File: src/rtl/arb_pkg.sv
// Shared definitions for the round-robin one-hot arbiter: state encoding,
// default requester count and a constant-friendly ceil(log2) helper.
package arb_pkg;

  typedef enum logic {
    ST_IDLE = 1'b0,
    ST_BUSY = 1'b1
  } arb_state_e;

  localparam int DEF_NUM_REQ = 16;

  function automatic int clog2(input int n);
    int r;
    r = 0;
    for (int k = 0; k < 32; k++) begin
      if ((1 << r) < n) r = r + 1;
    end
    return r;
  endfunction

endpackage

File: src/rtl/onehot_decode.sv
// Binary index to one-hot vector; an index with no matching output decodes
// to all zeros so no unknown value can leak onto the enables.
module onehot_decode #(
  parameter int NUM_REQ = 16,
  parameter int IDX_W   = 4
) (
  input  logic [IDX_W-1:0]   idx,
  output logic [NUM_REQ-1:0] onehot
);

  always_comb begin
    onehot = '0;
    for (int i = 0; i < NUM_REQ; i++) begin
      if (idx == IDX_W'(i)) onehot[i] = 1'b1;
    end
  end

endmodule

File: src/rtl/rr_onehot_arbiter.sv
// Round-robin arbiter with hold-until-release grants, binary and one-hot grant.
// Optional forced release after HOLD_MAX cycles when ARB_TIMEOUT_EN is defined.
module rr_onehot_arbiter
  import arb_pkg::*;
#(
  parameter int NUM_REQ  = DEF_NUM_REQ,
  parameter int IDX_W    = clog2(NUM_REQ),
  parameter int HOLD_MAX = 255,
  parameter int CNT_W    = 8
) (
  input  logic               clk,
  input  logic               reset,
  input  logic [NUM_REQ-1:0] req_i,
  input  logic               release_i,
  output logic               gnt_valid_o,
  output logic [IDX_W-1:0]   gnt_idx_o,
  output logic [NUM_REQ-1:0] gnt_onehot_o,
  output logic               timeout_o,
  output logic               state_o
);

  arb_state_e           state_q;
  logic [IDX_W-1:0]     ptr_q;
  logic [NUM_REQ-1:0]   masked;
  logic [NUM_REQ-1:0]   search;
  logic [IDX_W-1:0]     winner;
  logic                 found;
  logic [NUM_REQ-1:0]   winner_onehot;
  logic                 owner_done;

  assign state_o = state_q;

  // Requests strictly above the pointer win first; otherwise wrap to bit 0.
  always_comb begin
    masked = '0;
    for (int i = 0; i < NUM_REQ; i++) begin
      masked[i] = req_i[i] && (i > int'(ptr_q));
    end
    search = (masked != '0) ? masked : req_i;
    winner = '0;
    found  = 1'b0;
    for (int i = 0; i < NUM_REQ; i++) begin
      if (!found && search[i]) begin
        winner = IDX_W'(i);
        found  = 1'b1;
      end
    end
  end

  onehot_decode #(
    .NUM_REQ(NUM_REQ),
    .IDX_W  (IDX_W)
  ) u_decode (
    .idx   (winner),
    .onehot(winner_onehot)
  );

  assign owner_done = release_i || !req_i[gnt_idx_o];

`ifdef ARB_TIMEOUT_EN
  logic [CNT_W-1:0] hold_cnt;
  logic             timeout_q;

  assign timeout_o = timeout_q;

  always_ff @(posedge clk or posedge reset) begin
    if (reset) begin
      state_q      <= ST_IDLE;
      ptr_q        <= IDX_W'(NUM_REQ - 1);
      gnt_valid_o  <= 1'b0;
      gnt_idx_o    <= '0;
      gnt_onehot_o <= '0;
      hold_cnt     <= '0;
      timeout_q    <= 1'b0;
    end else begin
      timeout_q <= 1'b0;
      case (state_q)
        ST_IDLE: begin
          if (req_i != '0) begin
            state_q      <= ST_BUSY;
            gnt_valid_o  <= 1'b1;
            gnt_idx_o    <= winner;
            gnt_onehot_o <= winner_onehot;
            ptr_q        <= winner;
            hold_cnt     <= '0;
          end
        end
        default: begin
          // A normal release beats the timeout and suppresses the pulse.
          if (owner_done || hold_cnt == CNT_W'(HOLD_MAX - 1)) begin
            state_q      <= ST_IDLE;
            gnt_valid_o  <= 1'b0;
            gnt_idx_o    <= '0;
            gnt_onehot_o <= '0;
            timeout_q    <= !owner_done;
          end else begin
            hold_cnt <= hold_cnt + 1'b1;
          end
        end
      endcase
    end
  end
`else
  assign timeout_o = 1'b0;

  always_ff @(posedge clk or posedge reset) begin
    if (reset) begin
      state_q      <= ST_IDLE;
      ptr_q        <= IDX_W'(NUM_REQ - 1);
      gnt_valid_o  <= 1'b0;
      gnt_idx_o    <= '0;
      gnt_onehot_o <= '0;
    end else begin
      case (state_q)
        ST_IDLE: begin
          if (req_i != '0) begin
            state_q      <= ST_BUSY;
            gnt_valid_o  <= 1'b1;
            gnt_idx_o    <= winner;
            gnt_onehot_o <= winner_onehot;
            ptr_q        <= winner;
          end
        end
        default: begin
          if (owner_done) begin
            state_q      <= ST_IDLE;
            gnt_valid_o  <= 1'b0;
            gnt_idx_o    <= '0;
            gnt_onehot_o <= '0;
          end
        end
      endcase
    end
  end
`endif

endmodule

File: config.mk
export PLATFORM = sky130hd
export DESIGN_NAME = rr_onehot_arbiter
export DESIGN_NICKNAME = d
export VERILOG_FILES = /design/src/rtl/arb_pkg.sv /design/src/rtl/onehot_decode.sv /design/src/rtl/rr_onehot_arbiter.sv
export SDC_FILE = /design/constraint.sdc
export NUM_CORES = 1
export LEC_CHECK = 0
export CORE_MARGIN = 10
export CORE_UTILIZATION = 60
export CTS_BUF_LIST = sky130_fd_sc_hd__clkbuf_4 sky130_fd_sc_hd__clkbuf_8
export DETAILED_ROUTE_END_ITERATION = 10
export DONT_BUFFER_PORTS = 1
export PLACE_DENSITY = 0.81
export SLEW_MARGIN = 20
export SYNTH_ARGS = -nofsm -noshare
export SYNTH_HDL_FRONTEND = slang
export SYNTH_SLANG_ARGS = --single-unit
File: constraint.sdc
create_clock -name clk -period 3 [get_ports clk]
set_input_delay 0.45 -clock clk [delete_from_list [all_inputs] [get_ports clk]]
set_output_delay 0.45 -clock clk [all_outputs]
set_load 0.005 [all_outputs]
## After elaboration in Yosys (flattened, before gate mapping)

Index checks and enable logic that the tools add are counted.

- Bits in registers: 26
- Bits in latches: 0
- Bits in writable memories: 0
- Bits in read-only memories: 0
- Bits of input ports: 19
- Output and inout bits: 23
- Memories kept: 0

- Add/sub/neg operators: 0
- Multipliers: 0
- Div/mod/pow operators: 0
- Order comparisons: 16
- Equality and inequality tests: 16
- Shifts and indexed selects: 0
- Multiplexer cells: 61
- Bitwise operators: 1
- Reduce and logical (&&, ||, !) cells: 53

Operator list:

| operator | count |
|---|---|
| $mux W4 | 17 |
| $mux W16 | 4 |
| $mux W1 | 39 |
| $eq A4 B4 Y1 const B | 8 |
| $gt A4 B4 Y1 const A | 8 |
| $logic_and A1 B1 Y1 | 30 |
| $eq A4 B3 Y1 const B | 4 |
| $gt A3 B4 Y1 const A | 4 |
| $logic_not A1 Y1 | 16 |
| $reduce_bool A16 Y1 | 1 |
| $reduce_bool A15 Y1 | 1 |
| $eq A4 B2 Y1 const B | 2 |
| $gt A2 B4 Y1 const A | 2 |
| $lt A4 B5 Y1 const B | 1 |
| $bmux W1 S4 | 1 |
| $eq A4 B1 Y1 const B | 1 |
| $gt A1 B4 Y1 const A | 1 |
| $logic_not A4 Y1 | 1 |
| $reduce_and A2 Y1 | 2 |
| $ne A2 B1 Y1 const B | 1 |
| $reduce_bool A2 Y1 | 1 |
| $logic_or A1 B1 Y1 | 1 |
| $not A1 Y1 | 1 |

## Logic depth before layout (Yosys ltp)

- Depth in word-level cells: 54
- Mapped depth: 11
- Depth with buffers taken out: 9

## Modules after synthesis

From an unflattened synthesis, not the netlist that was laid out.

- Cell total of the unflattened synthesis: 220
- Area, all modules: 2048.2 um^2

By module, submodules not included:

| module | times used | cells an instance | area each (um^2) | seq. area each (um^2) |
|---|---|---|---|---|
| rr_onehot_arbiter | 1 | 200 | 1821.7 | 655.6 |
| onehot_decode | 1 | 20 | 226.5 | 0.0 |

## Worst setup path before layout

OpenSTA, ideal clock, no wires.

- Kind: in2reg
- Start: input req_i[8]
- End: register gnt_onehot_o[13]
- Setup time: 0.122 ns
- Arrival time: 2.809 ns
- Required time: 2.878 ns
- Slack: 0.070 ns
- Cell stages on the path: 9
- Buffers on the path: 0
- Path through: or4_4 nor2_4 o221ai_2 nor2_2 nand2_1 mux2i_1 a2111o_1 a211o_1 a32o_1

- Longest elaborated chain between the ends: 53
- Elaborated cells on any way between the ends: 75
- Classes of those cells: 2 x eq/ne; 36 x mux; 37 x reduce/logical

RTL lines:

| what | line | RTL |
|---|---|---|
| start: declaration | rr_onehot_arbiter.sv:13 | `input logic [NUM_REQ-1:0] req_i,` |
| $logic_and A1 B1 Y1 | rr_onehot_arbiter.sv:37 | `masked[i] = req_i[i] && (i > int'(ptr_q));` |
| $reduce_bool A15 Y1 | rr_onehot_arbiter.sv:39 | `search = (masked != '0) ? masked : req_i;` |
| $mux W16 | rr_onehot_arbiter.sv:39 |  |
| $mux W1 | rr_onehot_arbiter.sv:43 | `if (!found && search[i]) begin` |
| $logic_not A1 Y1 | rr_onehot_arbiter.sv:43 |  |
| $logic_and A1 B1 Y1 | rr_onehot_arbiter.sv:43 |  |
| $mux W1 | rr_onehot_arbiter.sv:43 |  |
| $logic_not A1 Y1 | rr_onehot_arbiter.sv:43 |  |
| [... 37 more ...] | -- |  |
| $mux W1 | rr_onehot_arbiter.sv:43 |  |
| $logic_not A1 Y1 | rr_onehot_arbiter.sv:43 |  |
| $logic_and A1 B1 Y1 | rr_onehot_arbiter.sv:43 |  |
| $mux W4 | rr_onehot_arbiter.sv:43 |  |
| $eq A4 B4 Y1 | onehot_decode.sv:14 | `if (idx == IDX_W'(i)) onehot[i] = 1'b1;` |
| $mux W1 | onehot_decode.sv:14 |  |
| $mux W16 | rr_onehot_arbiter.sv:116 | `if (req_i != '0) begin` |
| $mux W16 | rr_onehot_arbiter.sv:114 | `case (state_q)` |
| end signal: assignment | rr_onehot_arbiter.sv:120 | `gnt_onehot_o <= winner_onehot;` |
| end: declaration | rr_onehot_arbiter.sv:17 | `output logic [NUM_REQ-1:0] gnt_onehot_o,` |

Several ways; a longest one is shown, not always the timed one. The select of a mux whose other input is x is not followed.
A chain may end at the register's enable or synchronous reset.

## Final worst setup path

- Start: register ptr_q[1]
- End: register gnt_onehot_o[2]

- Longest elaborated chain between the ends: 54
- Elaborated cells on any way between the ends: 96
- Classes of those cells: 15 x order compare; 1 x eq/ne; 34 x mux; 46 x reduce/logical

RTL lines:

| what | line | RTL |
|---|---|---|
| start: declaration | rr_onehot_arbiter.sv:23 | `logic [IDX_W-1:0] ptr_q;` |
| start signal: assignment | rr_onehot_arbiter.sv:109 | `ptr_q <= IDX_W'(NUM_REQ - 1);` |
| start signal: assignment | rr_onehot_arbiter.sv:121 | `ptr_q <= winner;` |
| $gt A1 B4 Y1 (tied with other cells) | rr_onehot_arbiter.sv:37 |  |
| $logic_and A1 B1 Y1 | rr_onehot_arbiter.sv:37 |  |
| $reduce_bool A15 Y1 | rr_onehot_arbiter.sv:39 |  |
| $mux W16 * | rr_onehot_arbiter.sv:39 |  |
| $mux W1 | rr_onehot_arbiter.sv:43 |  |
| $logic_not A1 Y1 | rr_onehot_arbiter.sv:43 |  |
| $logic_and A1 B1 Y1 | rr_onehot_arbiter.sv:43 |  |
| $mux W1 | rr_onehot_arbiter.sv:43 |  |
| [... 38 more ...] | -- |  |
| $mux W1 | rr_onehot_arbiter.sv:43 |  |
| $logic_not A1 Y1 | rr_onehot_arbiter.sv:43 |  |
| $logic_and A1 B1 Y1 | rr_onehot_arbiter.sv:43 |  |
| $mux W4 * | rr_onehot_arbiter.sv:43 |  |
| $eq A4 B2 Y1 * | onehot_decode.sv:14 |  |
| $mux W1 * | onehot_decode.sv:14 |  |
| $mux W16 * | rr_onehot_arbiter.sv:116 |  |
| $mux W16 * | rr_onehot_arbiter.sv:114 |  |

Every way passes the cells marked *; elsewhere a longest branch is shown, timed or not. The select of a mux whose other input is x is not followed.

==> impl_metrics.yaml <==
layout:
  final_area_mm2: 0.00233
  final_nets: 268
  multi_input_area_mm2: 0.00129
  final-seq-area_um2: 659
  fillers: 239
  diodes: 0
  syn_to_final_growth_pct: 17.9
  drive_above_1_share_pct: 28.2
logic_synthesis:
  syn_avg_cell_area_um2: 8.88
  synth_seq_cells: 26
  synth.distinct_cells: 60
  ys_seq_area_share_pct: 33.1
  async_reset_ff_share_pct: 100
  yosys-top-cells-count: "nand2_1, dfrtp_1, o21ai_0, nor2_1, a21oi_1"
  yosysTopAreaCellShare_pct: 27.8
  post-synth-top-count-cell: "nand2_1"
  synth_area_leaders: "dfrtp_1, dfstp_2, nand2_1"
  syn-instance-count: 223
  yosysTopAreaCell: "dfrtp_1"
  synth_warnings: 0
  synthFlopType: "dfrtp_1"
  synth_nets: 242
  netlist_area_mm2: 0.00198
  synth_edf_count: 0
timing:
  finalSetupViolations: 1
  worst_pin_slew_ps: 911
  min_period_over_period_pct: 100
  drv_slew: 0
  fmax_mhz: 332
  min_period_ps: 3010
  finClkSkew_ps: 3.18
  fin_ws_ps: -12.0
  hold_viol_final: 0
  fin_setup_tns_ps: -12.0
  slew_headroom_pct: 39.2
run_status:
  violations: "setup timing"
  status: "finished, violations left"
pwr:
  p_leak_uw: 0.000976
  total_power_uw: 2430
  ir_drop_mv: 0.702
  cellPowerDensity_mw_per_mm2: 1040
clocking:
  cts_root_buffer: "clkbuf_4"
  clock_latency_ps: 320
  cts_buffers: 3
  clkTransAtPathRegs_ps: 130
  cts_sinks: 26
  ctsLongestPathBuffers: 2
  cts-htree-levels: 1
  tritoncts: "yes"
drt:
  via_per_inst: 7.14
  drt_pre_antenna_iters: 6
  ant_nets: 0
  drt_wl_total_um: 6470
  wl_per_cell_um: 22.2
  num_vias: 2086
  initialDrtViolationCount: 384
  drc: 0
placement:
  portBuffers: 0
  placed_cell_area_mm2: 0.00216
  hpwlAfterDp_um: 4860
  place.gp.congestion: 1.03
critical_path:
  crit_required_ps: 3230
  reg2regPathDepth: 12
  cpPeakStageDelay_ps: 580
  cp-start-kind: "flop"
  crit_family: "compound AO/OA/AOI/OAI gates"
  crit_type: "reg2reg"
  rr_startpoint: "ptr_q[1]"
  critPathArrivalTime_ps: 3240
  path_common_cell: "buf_4"
  critPathBufInv: 3
  critPathSlowestCell: "dfstp_2"
  crit_chain: "buf_4 > a21boi_0 > o21ai_1 > o2bb2ai_1 > and3_4 > nand2_1 > buf_4 > o21ai_0 > o21a_1 > a211oi_2 > buf_4 > a32o_1"
  cp-end-kind: "flop"
  rrSetupSlack_ps: -10
  crit_fanout: 9
  r2r_end: "gnt_onehot_o[2]"
floorplanning:
  initial_core_util_pct: 63.8
  die_w_um: 77.5
  die_h_um: 77.5
  core_area_mm2: 0.00310
  rows: 20
  ioPinCount: 42
  dieArea_mm2: 0.00600
global_routing:
  grt_util_met2_pct: 29.6
  grt.met1_usage_pct: 24.6
  overflow: 0
  antenna_found_initial: 0
  grt_pass1_vias: 1851
  grt-busiest-layer: "met2"
  grt_pass1_wl_um: 9750
  grt_max_degree: 27
  track_usage_pct: 19.5
  met3_usage_pct: 8.99
flow_run:
  maxCapViolations: 0
min_path:
  hp-class: "in2async"
==> placed cells by master (no fill, tap or decap), types with 2 or more instances in the layout <==
master	netlist	routed
nor2b_1	4	4
a21boi_0	4	4
or4b_2	2	2
nor2_2	1	2
o21ai_2	2	2
o21ai_0	18	16
dfrtp_1	22	22
nor2_1	15	14
a31oi_1	5	4
nand2_1	27	27
mux2i_1	2	2
a221oi_2	0	2
nand2b_1	5	5
clkbuf_4	0	3
dfstp_2	4	3
mux4_2	4	4
a22oi_1	2	2
o31ai_1	3	3
a21o_1	4	4
inv_1	9	9
or4_4	2	2
a21oi_2	0	2
a21oi_1	11	9
a32o_1	10	10
or3_1	2	2
o21a_1	3	3
o21ai_1	0	2
nand3_1	4	4
nor3_2	0	2
a211o_1	4	4
o2bb2ai_1	2	2
nand3b_1	2	2
buf_4	1	32
nor4_1	2	2
nor3_1	5	3
a211oi_2	3	2
==> sequential cells by signal, summed over array words and instances (netlist names) <==
register	cells
gnt_onehot_o	16
gnt_idx_o	4
gnt_valid_o	1
ptr_q	4
state_o	1
==> worst max path at each step <==
stage	startpoint	to	slack [ps]	depth (start not counted)
global placement	req_i[8]	gnt_onehot_o[13]	7	9
floorplan	req_i[8]	gnt_onehot_o[13]	70	9
CTS	ptr_q[3]	gnt_onehot_o[13]	40	10
finish	ptr_q[1]	gnt_onehot_o[2]	-10	12
global route	ptr_q[1]	gnt_onehot_o[2]	-70	12
detailed placement	req_i[8]	gnt_onehot_o[13]	-50	9
==> report_power, final <==
part / leakage [uW] / switching [uW] / internal (uW)
registers: 0.000339 / 163 / 499
clock network: 0.0000279 / 100 / 135
logic: 0.000609 / 852 / 681
==> what timing repair did <==
item | CTS | global route
endpoints found under the hold margin | 0 | 0
buffers inserted | 1 | 8
hold buffers | 0 | 0
pin swaps | 3 | 5
setup endpoints to repair | 7 | 19
gates resized for setup | 4 | 10
==> kinds of logic (layout without fill, tap and decap cells) <==
| group | Yosys count | after routing | share of synthesized area [%] |
|---|---|---|---|
| simple gates | 81 | 81 | 21.3 |
| flops | 26 | 26 | 33.1 |
| mux | 7 | 7 | 6.89 |
| other cells | 1 | 1 | 0.189 |
| buf+inv | 21 | 46 | 4.42 |
| compound gates | 87 | 87 | 34.1 |
==> metal layers <==
layer	share of wire [%]	wire length, um
met2	46	2980
met3	16	1010
met1	36	2340
met4	2.2	144
met5	0	0
==> cell type report <==
| class | count | share of cell area, % |
|---|---|---|
| clock buffer | 3 | 0.965 |
| clock inverter | 1 | 1.29 |
| inverter | 10 | 1.66 |
| multi-input combinational | 176 | 55.2 |
| sequential | 26 | 28.2 |
| tap | 44 | 2.36 |
| timing repair buffer | 32 | 10.3 |
==> stage by stage <==
stage                     utilization [%]  worst slack, ps  hold WS (ps)  cells
after global placement               69.6             7.25           502    279
final                                75.2            -12.0           193    292
after floorplan                         -             69.6           471    223
after global routing                 75.2            -70.3           248    292
after CTS                            72.0             38.4           221    284
after detailed placement             69.6            -50.1           507    279
Power figures use the tool's default switching activity.
